File: config.mk
export PLATFORM = sky130hd
export DESIGN_NAME = decompressed_line_assembler
export DESIGN_NICKNAME = d
export VERILOG_FILES = /design/src/rtl/decompressed_line_assembler.sv
export SDC_FILE = /design/constraint.sdc
export NUM_CORES = 2
export LEC_CHECK = 0
export CAP_MARGIN = 40
export CORE_MARGIN = 3
export CORE_UTILIZATION = 40
export DETAILED_ROUTE_END_ITERATION = 8
export GPL_TIMING_DRIVEN = 0
export PLACE_DENSITY = 0.72
export SLEW_MARGIN = 15
export SYNTH_ARGS = -nofsm -noshare
export SYNTH_HDL_FRONTEND = slang
export SYNTH_SLANG_ARGS = --single-unit
File: constraint.sdc
create_clock -name i_clk -period 3.55 [get_ports i_clk]
set_clock_uncertainty 0.2 [all_clocks]
set_input_delay 0.71 -clock i_clk [delete_from_list [all_inputs] [get_ports i_clk]]
set_output_delay 0.71 -clock i_clk [all_outputs]
set_load 0.02 [all_outputs]
File: src/rtl/decompressed_line_assembler.sv
// decompressed_line_assembler: packs pair/raw beats into lines with one fill buffer and one output register
module decompressed_line_assembler #(
    parameter int WIDTH      = 32,
    parameter int LINE_WORDS = 16,
    parameter int WIDTH_RAW  = 128
) (
    input  logic                          i_clk,
    input  logic                          i_reset,
    input  logic                          i_valid,
    input  logic                          i_comp_flag,
    input  logic [WIDTH-1:0]              i_first_word,
    input  logic [WIDTH-1:0]              i_second_word,
    input  logic [WIDTH_RAW-1:0]          i_data,
    input  logic                          i_flush,
    output logic                          o_ready,
    output logic                          o_line_valid,
    output logic [LINE_WORDS*WIDTH-1:0]   o_line_data,
    input  logic                          i_line_ready,
    output logic [$clog2(LINE_WORDS):0]   o_word_count,
    output logic                          o_error,
    output logic [15:0]                   o_line_count
);
    localparam int CW        = $clog2(LINE_WORDS) + 1;
    localparam int RAW_WORDS = WIDTH_RAW / WIDTH;

    typedef enum logic {FILL, FULL} state_t;

    state_t                        state_q;
    logic [CW-1:0]                 cnt_q, cnt_d;
    logic [LINE_WORDS*WIDTH-1:0]   fill_q, words_d, out_q;
    logic                          out_valid_q, err_q;
    logic [15:0]                   line_count_q;
    logic                          out_free, accept, aligned, flush_eff, complete;

    assign o_ready      = (state_q == FILL);
    assign o_line_valid = out_valid_q;
    assign o_line_data  = out_q;
    assign o_word_count = cnt_q;
    assign o_error      = err_q;
    assign o_line_count = line_count_q;
    assign out_free     = !out_valid_q || i_line_ready;
    assign accept       = i_valid && o_ready;
    assign aligned      = (int'(cnt_q) % RAW_WORDS) == 0;
    assign flush_eff    = i_flush && o_ready && (cnt_d != '0);
    assign complete     = o_ready && ((cnt_d == CW'(LINE_WORDS)) || flush_eff);

    // Fill buffer contents and count after this cycle's beat, with flush zero-padding applied
    always_comb begin
        words_d = fill_q;
        cnt_d   = cnt_q;
        if (accept && i_comp_flag) begin
            words_d[int'(cnt_q)*WIDTH +: WIDTH]       = i_first_word;
            words_d[(int'(cnt_q) + 1)*WIDTH +: WIDTH] = i_second_word;
            cnt_d = cnt_q + CW'(2);
        end else if (accept && aligned) begin
            for (int k = 0; k < RAW_WORDS; k++)
                words_d[(int'(cnt_q) + k)*WIDTH +: WIDTH] = i_data[k*WIDTH +: WIDTH];
            cnt_d = cnt_q + CW'(RAW_WORDS);
        end
        for (int k = 0; k < LINE_WORDS; k++)
            if (i_flush && o_ready && cnt_d != '0 && k >= int'(cnt_d))
                words_d[k*WIDTH +: WIDTH] = '0;
    end

    // FILL/FULL state machine with line handoff into the output register
    always_ff @(posedge i_clk) begin
        if (i_reset) begin
            state_q      <= FILL;
            cnt_q        <= '0;
            fill_q       <= '0;
            out_q        <= '0;
            out_valid_q  <= 1'b0;
            err_q        <= 1'b0;
            line_count_q <= '0;
        end else begin
            err_q <= accept && !i_comp_flag && !aligned;
            if (out_valid_q && i_line_ready)
                line_count_q <= line_count_q + 16'd1;
            if (state_q == FULL) begin
                if (out_free) begin
                    out_q       <= fill_q;
                    out_valid_q <= 1'b1;
                    cnt_q       <= '0;
                    state_q     <= FILL;
                end
            end else if (complete) begin
                if (out_free) begin
                    out_q       <= words_d;
                    out_valid_q <= 1'b1;
                    cnt_q       <= '0;
                end else begin
                    fill_q  <= words_d;
                    cnt_q   <= CW'(LINE_WORDS);
                    state_q <= FULL;
                end
            end else begin
                fill_q      <= words_d;
                cnt_q       <= cnt_d;
                out_valid_q <= out_valid_q && !i_line_ready;
            end
        end
    end
endmodule

==> flow_metrics.py <==
metrics = {
    "route": {
        "drt_first_pass_iters": 7,
        "drtIter0Drc": 9034,
        "vias": 61700,
        "ant_nets": 0,
        "routedWlPerCell_um": 33.6,
        "drc": 0,
        "viasPerCell": 6.66,
        "drt_wl_total_um": 311000,
    },
    "pwr": {
        "power.share.clock": 0.363,
        "vdd_drop_max_mv": 0.405,
        "p_total_w": 0.0362,
        "p_per_area_nw_per_um2": 522,
        "combPwrFrac": 0.273,
        "p_leak_nw": 23.9,
        "p_int_w": 0.0233,
        "switching_share": 0.356,
        "p_sw_w": 0.0129,
        "pwr-share-seq": 0.365,
    },
    "logic_synthesis": {
        "netlist_area_um2": 51700,
        "synth_edf_count": 0,
        "synth_top_area_share": 0.406,
        "synthSimpleGateAreaFrac": 0.182,
        "async_flop_share": 0,
        "synth.distinct_cells": 93,
        "ys_seq_area_frac": 0.406,
        "synth_compound_area_frac": 0.322,
        "synth_top_family_by_area": "compound AO/OA/AOI/OAI gates",
        "yosys.area_share.adder": 0.00315,
        "yosys.area.top_type": "dfxtp_1",
        "syn_inst": 6534,
        "synthTopCellsByArea": "dfxtp_1, nand2_1, a21oi_1",
        "synthFlopType": "dfxtp_1",
        "synth_warnings": 0,
        "synth-xor-area-share": 0.00254,
        "synth_mux_area_frac": 0.0206,
        "avgSynthCellArea_um2": 7.91,
        "synth-seq-cells": 1047,
    },
    "global_route": {
        "grt_use_met2": 0.656,
        "busiest_layer": "met2",
        "grt_pass1_wl_um": 427000,
        "grt_pass1_vias": 57200,
        "grt_usage": 0.445,
        "globalRouteMet3Util": 0.157,
        "antenna_found_initial": 38,
        "grt_remaining_overflow": 0,
        "grtUsageMet1": 0.517,
        "grt_max_degree": 20,
    },
    "critical_path": {
        "slowest_stage": "clkbuf_1",
        "cp_cell_sequence": "buf_8, buf_12, nor4bb_1, buf_2, and2_1, clkbuf_1, clkbuf_1, a211oi_1, nand2_1, a21oi_1",
        "arrival_ps": 4080,
        "cp_num_buf_inv": 5,
        "crit_family": "buffers and inverters",
        "crit_path_start_kind": "flip-flop",
        "crit_top_cell": "clkbuf_1",
        "critPathMaxStageDelay_ps": 650,
        "path_class": "reg2reg",
        "rrSetupSlack_ps": -90,
        "cp-end-kind": "flip-flop",
        "cp_max_fo": 10,
        "worstPathRequired_ps": 4000,
    },
    "place": {
        "dp_hpwl_um": 240000,
        "place_congestion": 1.08,
        "port_buffers": 730,
    },
    "clocking": {
        "insertion_delay_ps": 810,
        "cts_buffer_depth": 3,
        "cts_tree": "built",
        "cts.sinks": 1047,
        "cts_made_buffers": 113,
        "hold_buffers": 0,
        "clk_pin_slew_ps": 60,
        "cts_root_buf": "clkbuf_16",
        "htree_levels": 3,
    },
    "layout": {
        "final_common_cell": "dfxtp_1",
        "fill_cells": 12000,
        "final_nets": 7693,
        "area_growth_pct": 34.3,
        "drive_gt1_frac": 0.148,
        "seq_area_um2": 21000,
        "multi_input_area_um2": 29400,
        "layout_common_cells": "dfxtp_1, nand2_1, clkdlybuf4s50_1",
    },
    "sta": {
        "worst_slack_ps": -86.8,
        "slew_headroom": 0.319,
        "finalSetupTns_ps": -575,
        "final_max_slew_viol_count": 0,
        "fin_crit_ps": 3640,
        "rsz0062_at_grt": "yes",
        "fin_crit_sh": 1.02,
        "max_slew.worst_pin.slew_ps": 1020,
        "setup_viol": 30,
        "fmax_ghz": 0.275,
        "finalHoldViolations": 0,
    },
    "floorplanning": {
        "die_height_um": 365,
        "coreArea_um2": 128000,
        "die-area_um2": 133000,
        "initial_core_util": 0.404,
        "die_w_um": 365,
        "io_pins": 734,
        "rows": 131,
    },
    "outcome": {
        "status": "finished, violations left",
        "violations": "negative setup slack",
    },
    "min_path": {
        "hold_class": "reg2reg",
    },
    "flow_run": {
        "drv_cap": 0,
    },
}
-- power by group through the flow --
stage	logic (W)	registers (W)	clock network [W]
4_1_cts	0.00923	0.0132	0.0131
3_3_place_gp	0.00846	0.0134	0
5_1_grt	0.0101	0.0132	0.0135
6_report	0.00987	0.0132	0.0131
3_5_place_dp	0.00862	0.0134	0
2_1_floorplan	0.00383	0.0138	0
-- routing by layer --
metal,part of all wire,up-vias
met1,0.35,29800
met4,0.10,26
met2,0.42,4622
met3,0.13,1161
li1,-,26100
met5,0.00050,-
-- worst min-delay path, delay by kind of cell, from the launching register on --
family / cells / cell delay (ps)
flip-flops: 1 / 310
AND/OR/NAND/NOR: 1 / 50
AO/OA/AOI/OAI: 1 / 50
-- registers in the layout (all words and copies together) (netlist names) --
| signal | count |
|---|---|
| o_error | 1 |
| fill_q | 512 |
| o_word_count | 4 |
| o_line_count | 16 |
| o_line_data | 512 |
| o_line_valid | 1 |
| state_q | 1 |
-- cell type report --
type,count,area share
multi-input cells,4701,0.424
flip-flops and latches,1047,0.302
repair buffers,852,0.124
plain buffers,698,0.0562
clock buffers,144,0.0453
well taps,1662,0.0300
clock inverters,67,0.0131
inverters,69,0.00400
diodes,19,0.000685
-- path summary, 6_finish.rpt --
| kind | start | endpoint | cells after the start |
|---|---|---|---|
| worst min register to register | fill_q[171]$_SDFFE_PP0P_ | fill_q[171]$_SDFFE_PP0P_ | 2 |
| worst max-delay path | o_word_count[3]$_SDFFE_PP0P_ | o_line_data[172]$_SDFFE_PP0P_ | 10 |
| worst min-delay path | fill_q[171]$_SDFFE_PP0P_ | fill_q[171]$_SDFFE_PP0P_ | 2 |
| worst max register to register | o_word_count[3]$_SDFFE_PP0P_ | o_line_data[172]$_SDFFE_PP0P_ | 10 |
-- cells in the mapped netlist, drive strengths merged, types with 30 or more instances --
cell / number
o311ai: 32
a32o: 53
mux2i: 94
o2bb2ai: 30
buf: 249
nand2: 1007
nand4: 33
a21oi: 613
clkbuf: 470
o22ai: 163
a311oi: 63
o221a: 32
a22oi: 130
a22o: 212
nor3: 217
a211oi: 206
o2111ai: 77
nor2: 582
a221oi: 163
nor4: 45
dfxtp: 1047
o21ai: 344
o221ai: 33
a2bb2o: 31
nand3: 103
and2: 58
or3: 61
o211ai: 97
inv: 69
-- per-stage QoR --
stage | area (µm²) | setup WS, ps | hold slack [ps] | util | cells
3_3_place_gp | 61100 | -3190 | 241 | 0.478 | 8928
4_1_cts | 68300 | -29.0 | 256 | 0.534 | 9221
6_report | 69400 | -86.8 | 254 | 0.543 | 9259
2_1_floorplan | 51700 | -34.4 | 232 | - | 6536
5_1_grt | 69400 | -38.1 | 265 | 0.543 | 9247
3_5_place_dp | 61600 | -1880 | 247 | 0.482 | 8968
-- cells by family (layout without fill, tap and decap cells) --
group / after synthesis / in the layout
AO/OA/AOI/OAI: 2382 / 2382
buffers and inverters: 788 / 1830
adder cells (fa/ha/maj): 13 / 13
other: 2 / 23
AND/OR/NAND/NOR: 2183 / 2183
flip-flops: 1047 / 1047
XOR/XNOR: 15 / 15
multiplexers: 104 / 104
-- what timing repair did --
item                                    4_1_cts  5_1_grt
buffers inserted                             52       18
gates resized for setup                     628      319
endpoints found under the setup margin     1030      930
pin swaps                                    26       22
gates cloned                                  3        1
(Power assumes the default switching activity.)
